<file path="src/rtl/obj_tile_fetcher.sv">
`default_nettype none
// obj_tile_fetcher: walks one sprite row, reads OBJ VRAM halfwords, emits per-pixel palette indices.
// Optional OBJ_HFLIP_EN adds an hflip input that mirrors the emitted pixel column.
module obj_tile_fetcher (
  input  logic        clock_i,
  input  logic        reset_i,
  input  logic        start_i,
  input  logic [9:0]  objname_i,
  input  logic        palette_mode_i,
  input  logic        oam_mode_i,
  input  logic [6:0]  hsize_i,
  input  logic [5:0]  y_i,
`ifdef OBJ_HFLIP_EN
  input  logic        hflip_i,
`endif
  output logic        vram_req_o,
  output logic [14:0] vram_addr_o,
  input  logic        vram_gnt_i,
  input  logic        vram_rvalid_i,
  input  logic [15:0] vram_rdata_i,
  output logic        pix_valid_o,
  output logic [5:0]  pix_x_o,
  output logic [7:0]  pix_index_o,
  output logic        pix_opaque_o,
  output logic        busy_o,
  output logic        done_o
);

  typedef enum logic [2:0] {
    S_IDLE = 3'd0,
    S_REQ  = 3'd1,
    S_WAIT = 3'd2,
    S_EMIT = 3'd3,
    S_DONE = 3'd4
  } state_t;

  state_t      state_q;
  logic [9:0]  objname_q;
  logic        bpp8_q;
  logic        map1d_q;
  logic [3:0]  wdiv8_q;
  logic [5:0]  y_q;
  logic [6:0]  px_q;
  logic [2:0]  cnt_q;
  logic [15:0] data_q;
  logic        vram_req_q;
  logic [14:0] vram_addr_q;
  logic        pix_valid_q;
  logic [5:0]  pix_x_q;
  logic [7:0]  pix_index_q;
  logic        pix_opaque_q;
  logic        busy_q;
  logic        done_q;

  // Byte address of the halfword holding pixel column px of the current row.
  function automatic logic [14:0] calc_addr(input logic [9:0] name, input logic bpp8,
                                            input logic map1d, input logic [3:0] wdiv8,
                                            input logic [5:0] yy, input logic [5:0] px);
    logic [14:0] lin;
    logic [14:0] tile;
    logic [14:0] off;
    lin = 15'(yy[5:3]) * 15'(wdiv8) + 15'(px[5:3]);
    if (map1d)
      tile = 15'(name) + (bpp8 ? {lin[13:0], 1'b0} : lin);
    else
      tile = 15'(name) + {7'b0, yy[5:3], 5'b0} + (bpp8 ? {11'b0, px[5:3], 1'b0} : {12'b0, px[5:3]});
    off = bpp8 ? ({9'b0, yy[2:0], 3'b0} + {12'b0, px[2:0]})
               : ({10'b0, yy[2:0], 2'b0} + {13'b0, px[2:1]});
    calc_addr = ({tile[9:0], 5'b0} + off) & 15'h7FFE;
  endfunction

  logic [2:0]  npix_d;
  logic [6:0]  px_d;
  logic [6:0]  width_d;
  logic [6:0]  col_d;
  logic [5:0]  pix_x_d;
  logic [15:0] src_d;
  logic [7:0]  idx_d;
  logic [15:0] shifted_d;
  logic        unused_bits;

  assign npix_d    = bpp8_q ? 3'd2 : 3'd4;
  assign px_d      = px_q + {4'b0, npix_d};
  assign width_d   = {wdiv8_q, 3'b0};
  assign col_d     = px_q + {4'b0, cnt_q};
  // The first pixel of a halfword comes straight off the read bus.
  assign src_d     = (state_q == S_WAIT) ? vram_rdata_i : data_q;
  assign idx_d     = bpp8_q ? src_d[7:0] : {4'b0, src_d[3:0]};
  assign shifted_d = bpp8_q ? {8'b0, src_d[15:8]} : {4'b0, src_d[15:4]};
  assign unused_bits = &{1'b0, hsize_i[2:0], col_d[6]};

`ifdef OBJ_HFLIP_EN
  logic hflip_q;
  always_ff @(posedge clock_i) begin
    if (reset_i)
      hflip_q <= 1'b0;
    else if (state_q == S_IDLE && start_i)
      hflip_q <= hflip_i;
  end
  // Mod-64 arithmetic keeps W=64 correct: 0 - 1 - col == 63 - col.
  assign pix_x_d = hflip_q ? (width_d[5:0] - 6'd1 - col_d[5:0]) : col_d[5:0];
`else
  assign pix_x_d = col_d[5:0];
`endif

  always_ff @(posedge clock_i) begin
    if (reset_i) begin
      state_q      <= S_IDLE;
      objname_q    <= '0;
      bpp8_q       <= 1'b0;
      map1d_q      <= 1'b0;
      wdiv8_q      <= '0;
      y_q          <= '0;
      px_q         <= '0;
      cnt_q        <= '0;
      data_q       <= '0;
      vram_req_q   <= 1'b0;
      vram_addr_q  <= '0;
      pix_valid_q  <= 1'b0;
      pix_x_q      <= '0;
      pix_index_q  <= '0;
      pix_opaque_q <= 1'b0;
      busy_q       <= 1'b0;
      done_q       <= 1'b0;
    end else begin
      case (state_q)
        S_IDLE: begin
          done_q      <= 1'b0;
          pix_valid_q <= 1'b0;
          if (start_i) begin
            objname_q <= objname_i;
            bpp8_q    <= palette_mode_i;
            map1d_q   <= oam_mode_i;
            wdiv8_q   <= hsize_i[6:3];
            y_q       <= y_i;
            px_q      <= '0;
            cnt_q     <= '0;
            busy_q    <= 1'b1;
            if (hsize_i[6:3] == 4'd0) begin
              state_q <= S_DONE;
              done_q  <= 1'b1;
            end else begin
              state_q     <= S_REQ;
              vram_req_q  <= 1'b1;
              vram_addr_q <= calc_addr(objname_i, palette_mode_i, oam_mode_i,
                                       hsize_i[6:3], y_i, 6'd0);
            end
          end
        end
        S_REQ: begin
          if (vram_gnt_i) begin
            vram_req_q <= 1'b0;
            state_q    <= S_WAIT;
          end
        end
        S_WAIT: begin
          if (vram_rvalid_i) begin
            pix_valid_q  <= 1'b1;
            pix_x_q      <= pix_x_d;
            pix_index_q  <= idx_d;
            pix_opaque_q <= (idx_d != 8'd0);
            data_q       <= shifted_d;
            cnt_q        <= 3'd1;
            state_q      <= S_EMIT;
          end
        end
        S_EMIT: begin
          if (cnt_q == npix_d) begin
            pix_valid_q <= 1'b0;
            cnt_q       <= '0;
            if (px_d == width_d) begin
              state_q <= S_DONE;
              done_q  <= 1'b1;
            end else begin
              px_q        <= px_d;
              state_q     <= S_REQ;
              vram_req_q  <= 1'b1;
              vram_addr_q <= calc_addr(objname_q, bpp8_q, map1d_q, wdiv8_q, y_q, px_d[5:0]);
            end
          end else begin
            pix_valid_q  <= 1'b1;
            pix_x_q      <= pix_x_d;
            pix_index_q  <= idx_d;
            pix_opaque_q <= (idx_d != 8'd0);
            data_q       <= shifted_d;
            cnt_q        <= cnt_q + 3'd1;
          end
        end
        S_DONE: begin
          done_q  <= 1'b0;
          busy_q  <= 1'b0;
          state_q <= S_IDLE;
        end
        default: state_q <= S_IDLE;
      endcase
    end
  end

  assign vram_req_o   = vram_req_q;
  assign vram_addr_o  = vram_addr_q;
  assign pix_valid_o  = pix_valid_q;
  assign pix_x_o      = pix_x_q;
  assign pix_index_o  = pix_index_q;
  assign pix_opaque_o = pix_opaque_q;
  assign busy_o       = busy_q;
  assign done_o       = done_q;

endmodule
`default_nettype wire
</file>
<file path="config.mk">
export PLATFORM = sky130hd
export DESIGN_NAME = obj_tile_fetcher
export DESIGN_NICKNAME = d
export VERILOG_FILES = /design/src/rtl/obj_tile_fetcher.sv
export SDC_FILE = /design/constraint.sdc
export NUM_CORES = 1
export LEC_CHECK = 0
export ABC_AREA = 1
export CORE_MARGIN = 2
export CORE_UTILIZATION = 30
export CTS_CLUSTER_SIZE = 40
export DETAILED_ROUTE_END_ITERATION = 16
export PLACE_DENSITY = 0.54
export SLEW_MARGIN = 25
export SYNTH_ARGS = -nofsm -noshare
export SYNTH_HDL_FRONTEND = slang
export SYNTH_SLANG_ARGS = --single-unit
</file>
<file path="constraint.sdc">
create_clock -name clock_i -period 5.4 [get_ports clock_i]
set_input_delay 1.08 -clock clock_i [delete_from_list [all_inputs] [get_ports clock_i]]
set_output_delay 1.08 -clock clock_i [all_outputs]
set_load 0.02 [all_outputs]
</file>
==> results.txt <==
Clk_skew = 10.9 ps
Ports = 80
Reg clk slew, reported paths = 70 ps
Tcrit/Tclk final = 90.9%
Syn avg cell area = 6.40 µm²
Post-route setup TNS = 0 ps
Die span in y = 154 µm
Clock root buffer = clkbuf_16
Dpl hpwl = 14800 µm
Status = finished, final reports clean
Maximum clock insertion buffer count = 2
WS Path Type = primary input to flip-flop
RePlAce Congestion = 0.867
Drt initial violations = 461
Max_cap viols = 0
Power Density = 462 mW/mm²
Final Hold Violating Endpoints = 0
Ys flop type = dfxtp_1
Share of cells above drive strength 1 = 7.33%
CTS Sinks = 79
CP required = 5640 ps
RSZ-0062 raised after global routing = no
DR pass1 iterations = 5
CP Launch Type = primary input
Initial core utilization = 30.7%
H-tree levels = 3
Total number of vias = 6661
Tmin final = 4910 ps
Hold-fix buffers, CTS = 0
Die ar. = 0.0236 mm²
Post-CTS sizing = 0
Post-synthesis sequential area ratio = 23.5%
DR WL/cell = 13.9 µm
Largest net degree at the start of global routing = 45
Ys async rst share = 0%
Synth Register Bits = 79
Most common cell after layout, fill and taps aside = nand2_1
Pre-CTS WS = 135 ps
Setup Buffers After CTS = 0
Port Buf Inserts = 75
Grt total ovfl = 0
GRT Util Overall = 16.2%
Core Box Area = 0.0219 mm²
Diodes inserted = 0
Cell row count = 54
Die X = 154 µm
Worst Tran Pin Value = 720 ps
Top cell type's share of synthesized area = 23.5%
Max VDD drop = 0.221 mV
Cell count after synthesis = 1050
Number of synthesized flops with an enable pin = 0
Vias in the first global route = 6211
Worst-path fanout max = 5
Netlist cell types = 53
CP endpoint kind = flip-flop
Slew Limit Headroom = 51.9%
TritonCTS clock tree = done
Setup slack after layout = 493 ps
Max Clk Rate = 204 MHz
Synth top area cells = dfxtp_1 24%, nand2_1 16%, ha_1 10%
Crit path arrival time = 5150 ps
Worst skew pair latency = 340 ps
Global-route wire length before repair = 31500 µm
Commonest cells after routing, fill and taps aside = 283 x nand2_1, 134 x inv_1, 101 x nor2_1
Routed WL = 19400 µm
Path category of the worst min-delay check = flip-flop to flip-flop
Final nets = 1225
Final setup violation count = 0
Number of routed nets with antenna violations = 0
CTS Buf Count = 9
DR vias/cell = 4.76
Slew Viols, Final = 0
Area growth, synth to finish = 19.7%
Mapped cell area = 0.00672 mm²
Post-Syn Nets = 1162
Leakage power = 0.00393 µW
DRC viols = 0
Largest area contributor in the netlist = dfxtp_1
Initial antenna violation count = 0
Ys Warns = 0
cells by family (layout without fill, tap and decap cells):
| family | Yosys count | count (layout) | share of synthesized area (%) |
|---|---|---|---|
| AO/OA/AOI/OAI | 188 | 188 | 16.3 |
| XOR/XNOR | 16 | 16 | 2.40 |
| adder cells (fa/ha/maj) | 66 | 66 | 13.5 |
| buffers and inverters | 186 | 254 | 11.2 |
| flip-flops | 79 | 79 | 23.5 |
| multiplexers | 2 | 2 | 0.298 |
| other | 1 | 1 | 0.0558 |
| AND/OR/NAND/NOR | 512 | 512 | 32.6 |
cell usage after synthesis, types with 3 or more instances:
cell type and number:
or2_2 5, buf_1 4, nand2_1 283, a31oi_1 7
nor3_1 8, nor2_4 4, a311oi_1 4, nand2_2 4
o21ai_1 4, nand3b_1 10, nor2_2 5, dfxtp_1 79
a21oi_1 63, a21oi_2 6, nand4_1 4, a211oi_1 11
a211oi_2 4, o211a_1 3, xor2_1 9, nor2_1 101
nand3_1 78, inv_1 134, o21ai_0 74, buf_6 3
ha_1 55, clkbuf_1 20, fa_1 11, buf_2 7
inv_2 13, xnor2_1 5
stage by stage:
| stage | instance area (µm²) | power [µW] | util [%] | hold WS, ps | instances |
|---|---|---|---|---|---|
| final | 8040 | 3720 | 36.7 | 454 | 1398 |
| after global routing | 8040 | 4070 | 36.7 | 475 | 1398 |
| after CTS | 8040 | 3740 | 36.7 | 462 | 1398 |
| after detailed placement | 7730 | 3080 | 35.3 | 442 | 1382 |
| after global placement | 7730 | 3070 | 35.3 | 438 | 1382 |
| after floorplan | 6720 | 2490 | - | 439 | 1050 |
final timing paths:
check | startpoint | to | slack, ps | cells after the start
worst min register to register | vram_req_o | vram_req_o | 450 | 2
worst min-delay path | vram_req_o | vram_req_o | 450 | 2
worst max register to register | px_q[1] | vram_addr_o[14] | 630 | 30
worst max-delay path | hsize_i[4] | vram_addr_o[13] | 490 | 25
metal layers:
metal  track usage [%]  wire length, µm  share of wire (%)  vias to the layer above
li1                  -                -                  -                     3527
met1              23.8            10200                 52                     3024
met2              25.6             8490                 44                       96
met3              1.58              526                2.7                       14
met4              4.02              218                1.1                        0
met5                 0                0                  0                        -
critical path: stages:
cell	delay, ps
clkdlybuf4s50_1	630
nand2_1	120
fa_1	510
inv_1	40
ha_1	220
fa_1	400
xnor2_1	160
o21ai_0	300
ha_1	360
nand2_1	90
nand2_1	70
a21oi_1	190
nand2_1	70
nand2_1	50
nand2_1	60
nand2_1	60
nand2_1	90
nor2_1	170
nand2_1	90
nor2_1	100
nor2_1	40
nand2_1	70
nand3_1	70
nand2_1	70
inv_1	30
flip-flops by register name, summed over array words and instances (netlist names), 4 cells and up:
register	count
vram_addr_o	14
data_q	12
objname_q	10
pix_index_o	8
pix_x_o	6
px_q	6
y_q	6
wdiv8_q	4
where the power goes:
group          total [µW]  internal (µW)  switching [µW]
sequential            958            801             157
clock                 646            369             277
combinational        2110            772            1340
total                3720           1940            1780
final cells by class:
cell class                      instances  area (µm²)
Fill cell                            2458       13800
Multi-Input combinational cell        785        4390
Sequential cell                        79        1580
Timing Repair Buffer                   90         858
Inverter                              148         556
Tap cell                              280         350
Clock buffer                            9         225
Clock inverter                          7        86.3
(Power assumes the default switching activity.)
